$ cat config.mk
export PLATFORM = sky130hd
export DESIGN_NAME = pwm_ramp_controller
export DESIGN_NICKNAME = d
export VERILOG_FILES = /design/src/rtl/pwm_ramp_controller.sv
export SDC_FILE = /design/constraint.sdc
export NUM_CORES = 1
export LEC_CHECK = 0
export BUFFER_PORTS_ARGS = -buffer_cell sky130_fd_sc_hd__buf_2
export CAP_MARGIN = 20
export CORE_MARGIN = 3
export CORE_UTILIZATION = 40
export CTS_CLUSTER_SIZE = 16
export DETAILED_ROUTE_END_ITERATION = 10
export PLACE_DENSITY = 0.54
export RECOVER_POWER = 100
export SLEW_MARGIN = 5
export SYNTH_ARGS = -nofsm -noshare
export SYNTH_HDL_FRONTEND = slang
export SYNTH_SLANG_ARGS = --single-unit
$ cat constraint.sdc
create_clock -name clock -period 5.8 [get_ports clock]
set_input_delay 1.16 -clock clock [delete_from_list [all_inputs] [get_ports clock]]
set_output_delay 1.16 -clock clock [all_outputs]
set_load 0.03 [all_outputs]
$ cat src/rtl/pwm_ramp_controller.sv
// PWM duty ramp controller: a free-running period counter plus an IDLE/RAMP FSM
// that walks duty_cycle toward a requested target one STEP every PERIODS_PER_STEP periods.
module pwm_ramp_controller #(
  parameter int MAX_COUNT        = 255,
  parameter int STEP             = 1,
  parameter int PERIODS_PER_STEP = 4
) (
  input  logic        clock,
  input  logic        reset,
  input  logic        req_valid,
  input  logic [31:0] req_duty,
  output logic        req_ready,
  input  logic        abort,
  output logic [31:0] duty_cycle,
  output logic        period_start,
  output logic        busy,
  output logic        done
);

  localparam int CNT_W  = (MAX_COUNT < 1) ? 1 : $clog2(MAX_COUNT + 1);
  localparam int WRAP_W = (PERIODS_PER_STEP < 2) ? 1 : $clog2(PERIODS_PER_STEP + 1);

  localparam logic [CNT_W-1:0]  CNT_MAX   = CNT_W'(MAX_COUNT);
  localparam logic [WRAP_W-1:0] WRAP_LAST = WRAP_W'(PERIODS_PER_STEP - 1);
  localparam logic [31:0]       DUTY_MAX  = 32'(MAX_COUNT + 1);
  localparam logic [32:0]       STEP_EXT  = 33'(STEP);

  typedef enum logic {
    IDLE = 1'b0,
    RAMP = 1'b1
  } state_t;

  state_t             state_q, state_d;
  logic [CNT_W-1:0]   cnt_q;
  logic [WRAP_W-1:0]  wraps_q, wraps_d;
  logic [31:0]        duty_q, duty_d;
  logic [31:0]        target_q, target_d;
  logic               done_q, done_d;
  logic [31:0]        req_clamped;
  logic               accept;
  logic               wrap;

  function automatic logic [31:0] clamp_target(input logic [31:0] req);
    logic [31:0] res;
    res = (req > DUTY_MAX) ? DUTY_MAX : req;
    return res;
  endfunction

  // One ramp step in 33-bit unsigned arithmetic, saturating exactly at the target.
  function automatic logic [31:0] step_toward(input logic [31:0] cur, input logic [31:0] tgt);
    logic [32:0] sum;
    logic [32:0] diff;
    logic [31:0] res;
    sum  = {1'b0, cur} + STEP_EXT;
    diff = {1'b0, cur} - {1'b0, tgt};
    if (cur < tgt) begin
      res = (sum >= {1'b0, tgt}) ? tgt : sum[31:0];
    end else begin
      res = (diff <= STEP_EXT) ? tgt : cur - STEP_EXT[31:0];
    end
    return res;
  endfunction

  assign req_clamped  = clamp_target(req_duty);
  assign req_ready    = (state_q == IDLE) && !abort && !reset;
  assign accept       = req_valid && req_ready;
  assign wrap         = (cnt_q == CNT_MAX);
  assign period_start = (cnt_q == '0) && !reset;
  assign duty_cycle   = duty_q;
  assign busy         = (state_q == RAMP);
  assign done         = done_q;

  always_ff @(posedge clock or posedge reset) begin
    if (reset) begin
      cnt_q <= '0;
    end else if (wrap) begin
      cnt_q <= '0;
    end else begin
      cnt_q <= cnt_q + 1'b1;
    end
  end

  always_ff @(posedge clock or posedge reset) begin
    if (reset) begin
      state_q  <= IDLE;
      wraps_q  <= '0;
      duty_q   <= '0;
      target_q <= '0;
      done_q   <= 1'b0;
    end else begin
      state_q  <= state_d;
      wraps_q  <= wraps_d;
      duty_q   <= duty_d;
      target_q <= target_d;
      done_q   <= done_d;
    end
  end

  // Duty only moves on a wrap clock, so each new value covers one whole period.
  always_comb begin
    state_d  = state_q;
    wraps_d  = wraps_q;
    duty_d   = duty_q;
    target_d = target_q;
    done_d   = 1'b0;
    case (state_q)
      IDLE: begin
        if (accept) begin
          target_d = req_clamped;
          wraps_d  = '0;
          if (req_clamped == duty_q) begin
            done_d = 1'b1;
          end else begin
            state_d = RAMP;
          end
        end
      end
      RAMP: begin
        if (abort) begin
          state_d = IDLE;
          wraps_d = '0;
        end else if (wrap) begin
          if (wraps_q == WRAP_LAST) begin
            wraps_d = '0;
            duty_d  = step_toward(duty_q, target_q);
            if (duty_d == target_q) begin
              state_d = IDLE;
              done_d  = 1'b1;
            end
          end else begin
            wraps_d = wraps_q + 1'b1;
          end
        end
      end
      default: state_d = IDLE;
    endcase
  end

endmodule

* Word level (Yosys, flattened, before mapping)
Index checks and enable logic that the tools add are counted.
** Cells by class
- Div/mod/pow operators :: 0
- Add/sub/neg operators :: 5
- Bitwise logic cells :: 2
- Multipliers :: 0
- Equal/unequal tests :: 6
- $lt $le $gt $ge :: 4
- Muxes and demuxes :: 28
- Reductions and logical operators :: 10
- Shifts and indexed selects :: 0
** Operator list (count)
- $mux W32 :: 8
- $eq A32 B32 Y1 :: 2
- $add A32 B1 Y33 const B :: 1
- $ge A33 B32 Y1 :: 1
- $le A33 B1 Y1 const B :: 1
- $sub A32 B32 Y33 :: 1
- $gt A32 B9 Y1 const B :: 1
- $lt A32 B32 Y1 :: 1
- $sub A32 B1 Y32 const B :: 1
- $mux W1 :: 12
- $mux W3 :: 4
- $add A8 B1 Y8 const B :: 1
- $eq A8 B8 Y1 const B :: 1
- $logic_not A8 Y1 :: 1
- $mux W8 :: 1
- $pmux W3 S2 :: 1
- $logic_and A1 B1 Y1 :: 4
- $pmux W1 S2 :: 2
- $reduce_and A2 Y1 :: 2
- $reduce_and A4 Y1 :: 1
- $add A3 B1 Y3 const B :: 1
- $eq A3 B2 Y1 const B :: 1
- $ne A3 B2 Y1 const B :: 1
- $logic_not A1 Y1 :: 2
- 2 further kinds :: 3
** Storage, ports and cells
- Register bits after elaboration :: 77
- Input port bits :: 36
- Logic and storage cells :: 61
- Latch bits :: 0
- Output and inout port bits :: 36
- Memory bits (read-only) :: 0
- Bits in writable memories :: 0
- Memories :: 0

* Depth between registers and ports, before layout
- Depth in word-level cells :: 14
- Gate-level depth with buffers :: 24
- Mapped depth without buffers :: 22

* Worst setup path before layout
No wires, ideal clock.
- Path kind :: flip-flop to flip-flop
- Start point :: register duty_q[1], in the netlist duty_cycle[1]
- End point :: register done_q, in the netlist done
- Stages on the path, launching flop included :: 23
- Path slack :: 0.236 ns
- Arrival time :: 5.468 ns
- Required time :: 5.705 ns
- Period minus slack after synthesis :: 5.564 ns
- Cells stage by stage :: dfrtp_1 ha_1 nand3_2 or4_1 nor3_1 nand2_1 xnor2_2 ha_1 a211oi_1 nor2_1 a2111oi_0 o211ai_1 a21o_1 a21oi_1 buf_2 buf_1 a31oi_1 nor4b_1 nor4bb_1 o21ai_0 nor4b_1 a31oi_1 o31ai_1
** Between the ends
- Longest elaborated chain between the ends :: 14
** Ends and longest elaborated chain
- from (decl) :: RTL line 36 : logic [31:0] duty_q, duty_d;
- from (signal assigned) :: RTL line 93 : duty_q <= duty_d;
- $sub A32 B32 Y33 / $add A32 B1 Y33 (equally long branches) :: RTL line 55, 54
- $le A33 B1 Y1 / $ge A33 B32 Y1 (equally long branches) :: RTL line 59, 57
- $mux W32 (on tied branches) :: RTL line 59, 57
- $mux W32 :: RTL line 56 : if (cur < tgt) begin
- $mux W32 :: RTL line 123 : if (wraps_q == WRAP_LAST) begin
- $mux W32 :: RTL line 122 : end else if (wrap) begin
- $mux W32 :: RTL line 119 : if (abort) begin
- $mux W32 :: RTL line 106 : case (state_q)
- $eq A32 B32 Y1 :: RTL line 126 : if (duty_d == target_q) begin
- $mux W1 :: RTL line 126
- $mux W1 :: RTL line 123
- $mux W1 :: RTL line 122
- $mux W1 :: RTL line 119
- $pmux W1 S2 (*) :: RTL line 106
- via done_d :: RTL line 38 : logic done_q, done_d;
- to (signal assigned) :: RTL line 95 : done_q <= done_d;
- to (decl) :: RTL line 38
The timed path passes the listed nets; every way through them passes the cells marked *. The select of a mux whose other input is x is not followed.
A chain may end at the register's enable or synchronous reset.

* Worst setup path in the final report
- Start point :: register duty_q[0], in the netlist duty_cycle[0]
- End point :: register state_q, in the netlist busy
** Between the ends
- Longest elaborated chain between the ends :: 14
** Ends and longest elaborated chain
- $sub A32 B32 Y33 / $add A32 B1 Y33 (equally long branches) :: RTL line 55, 54
- $le A33 B1 Y1 / $ge A33 B32 Y1 (equally long branches) :: RTL line 59, 57
- $mux W32 (on tied branches) :: RTL line 59, 57
- $mux W32 :: RTL line 56
- $mux W32 :: RTL line 123
- $mux W32 :: RTL line 122
- $mux W32 :: RTL line 119
- $mux W32 :: RTL line 106
- $eq A32 B32 Y1 :: RTL line 126
- $mux W1 :: RTL line 126
- $mux W1 :: RTL line 123
- $mux W1 :: RTL line 122
- $mux W1 :: RTL line 119
- $pmux W1 S2 (*) :: RTL line 106
- via state_d :: RTL line 33 : state_t state_q, state_d;
- to (signal assigned) :: RTL line 91 : state_q <= state_d;
- to (decl) :: RTL line 33
Marked as above.

==> flow_metrics.tcl <==
set metrics [dict create \
    outcome "finished with violations" \
    failed_checks "max-capacitance violations, max-slew violations" \
    vias_per_cell 6.57 \
    clkSlewWorstSetupHoldPaths_ns 0.07 \
    syn_nets 1421 \
    wire_per_inst_um 26.9 \
    ys_top_cells_by_area "dfrtp_1, ha_1, xnor2_1" \
    critPathArrivalTime_ns 5.82 \
    track_usage_pct 35.5 \
    ir_worst_vdd_v 0.000135 \
    crit_path_cell_trace "buf_4 -> inv_1 -> ha_1 -> inv_1 -> fa_1 -> nand3_1 -> a21oi_1 -> o211ai_2 -> nand3_1 -> xor2_1 -> or4b_1 -> and4bb_4 -> and3_1 -> o21ai_1 -> a2111oi_0 -> buf_4 -> nand4b_1 -> or4_4 -> o22a_1" \
    place_ws_ns 0.0280 \
    cts_sinks 77 \
    rows 56 \
    seqCellArea_um2 1930 \
    syn2layout_area_growth_pct 18.1 \
    synth_top_cell_area_share_pct 19.4 \
    grt.met2_usage_pct 57.5 \
    reg2regPathDepth 19 \
    drcViolationCount 0 \
    crit_start "duty_cycle[0]$_DFFE_PP0P_" \
    setup_violations 0 \
    nets 1563 \
    holdWs_ns 0.497 \
    fp.dieH_um 163 \
    dr_total_vias 11700 \
    synth_area_per_cell_um2 7.54 \
    ys_types 95 \
    grt_use_met1_pct 46.4 \
    met3_usage_pct 6.54 \
    crit_type "flip-flop to flip-flop" \
    fin_total_pwr_w 0.00157 \
    synth_area_um2 9910 \
    grt_pass1_vias 11300 \
    synth.most_common_cell "nand2_1" \
    fin_crit_ns 5.58 \
    multi_input_area_um2 7460 \
    clockBufferDepth 2 \
    leakagePower_nw 5.08 \
    synth-seq-cells 77 \
    cp_data_required_time_ns 6.05 \
    ios 72 \
    powerDensity_nw_per_um2 134 \
    hold_viol 0 \
    antenna_cells 0 \
    cp_slowest_cell "or4b_1" \
    crit_family "simple AND/OR/NAND/NOR gates" \
    hold_class "flip-flop to flip-flop" \
    fin_ws_ns 0.222 \
    crit_path_end_kind "flip-flop" \
    crit_fanout 12 \
    r2r_end "busy$_DFF_PP0_" \
    worst_pin_slew_ns 2.83 \
    rsz0062_at_grt "no" \
    drtIter0Drc 1450 \
    fin_crit_sh_pct 96.2 \
    max_freq_ghz 0.179 \
    place_congestion 1.08 \
    grt_max_degree 44 \
    fin_area_um2 11700 \
    htreeDepth 3 \
    dr.pass1.iters 7 \
    drv_slew 123 \
    top_usage_layer "met2" \
    antenna_found_initial 1 \
    max_stage_delay_ns 0.51 \
    portBuffers 71 \
    setup_tns_ns 0 \
    rrSetupSlack_ns 0.22 \
    fillCellCount 2464 \
    ys_warn_count 0 \
    die_width_um 163 \
    endpoint "busy$_DFF_PP0_" \
    drive_above_1_share_pct 17.5 \
    grt_pass1_wl_um 71100 \
    start_kind "flip-flop" \
    root_buffer "clkbuf_16" \
    detail-route-antenna-nets 0 \
    dpl-instance-area_um2 11400 \
    clk_latency_ns 0.36 \
    yosysSeqAreaShare_pct 19.4 \
    cts_buffers 9 \
    rr_startpoint "duty_cycle[0]$_DFFE_PP0P_" \
    cp.depth 19 \
    timing.slew.headroom_pct -88.9 \
    synth_common_cells "nand2_1, nor2_1, dfrtp_1" \
    initial_core_util_pct 41.5 \
    path_buf_inv 4 \
    dieArea_um2 26700 \
    synthArstFlopShare_pct 100 \
    ys.flop_type "dfrtp_1" \
    finalWirelength_um 47900 \
    postSynthCellCount 1315 \
    coreArea_um2 23900 \
    clock_skew_ns 0.00914 \
    synth_largest_area_cell "dfrtp_1" \
    maxCapViolations 3 \
    hpwl_um 38500 \
    cts_tree "done" \
    synth_edf_count 0 \
    grt_overflow 0 \
]
power by group:
part	total, W	internal (W)	leakage [nW]	switching (W)
combinational	0.000428	0.000155	3.90	0.000273
clock	0.000592	0.000343	0.149	0.000249
sequential	0.000549	0.000541	1.03	0.00000787
total	0.00157	0.00104	5.08	0.000530
metal layers:
layer / up-vias / wire [um]
li1: 5279 / -
met1: 5646 / 19600
met2: 623 / 21700
met3: 144 / 4220
met4: 2 / 2390
met5: - / 24
placed cells by master (no fill, tap or decap), drive strengths merged, types with 20 or more instances in the layout:
cell type / n
xnor2: 57
ha: 69
or3: 24
nand3: 36
a31oi: 26
and3: 25
xor2: 22
a21oi: 78
nor4: 29
nand2: 120
nand4: 33
dfrtp: 77
buf: 174
inv: 63
a211oi: 20
clkbuf: 53
nor2: 112
o21ai: 77
o22ai: 26
nor3: 49
stage by stage:
stage	std cells	utilization, %
finish	1781	49.0
global route	1781	49.0
CTS	1780	48.9
detailed placement	1764	47.6
global placement	1764	47.6
floorplan	1315	-
worst min path at each step:
stage                                start                endpoint  slack (ns)  cells past startpoint
detailed placement  wraps_q[0]$_DFFE_PP0P_  wraps_q[0]$_DFFE_PP0P_        0.49                      1
global placement    wraps_q[0]$_DFFE_PP0P_  wraps_q[0]$_DFFE_PP0P_        0.49                      1
finish              wraps_q[0]$_DFFE_PP0P_  wraps_q[0]$_DFFE_PP0P_        0.50                      1
global route        wraps_q[0]$_DFFE_PP0P_  wraps_q[0]$_DFFE_PP0P_        0.51                      1
floorplan           wraps_q[0]$_DFFE_PP0P_  wraps_q[0]$_DFFE_PP0P_        0.46                      1
CTS                 wraps_q[0]$_DFFE_PP0P_  wraps_q[0]$_DFFE_PP0P_        0.50                      1
flip-flops by register name (all words and copies together), names as in the netlist:
signal / count
busy: 1
duty_cycle: 32
cnt_q: 8
wraps_q: 3
target_q: 32
done: 1
kinds of logic after synthesis:
logic type,share of synthesized area [%]
XOR/XNOR,7.13
AND/OR/NAND/NOR,27.4
buffers and inverters,6.31
flip-flops,19.4
multiplexers,0.618
AO/OA/AOI/OAI,30.2
adder cells (fa/ha/maj),8.91
repair_timing:
action	in CTS	in global routing
resized for setup	1	24
pin swaps	0	11
buffers inserted	0	1
setup endpoints to repair	1	2
hold buffers	0	0
cell type report:
cell class	count	area share [%]
Inverter	64	2.06
Clock inverter	5	0.427
Sequential cell	77	16.5
Multi-Input combinational cell	1089	63.7
Timing Repair Buffer	216	11.9
Tap cell	319	3.41
Clock buffer	11	2.07
(Power assumes the default switching activity.)
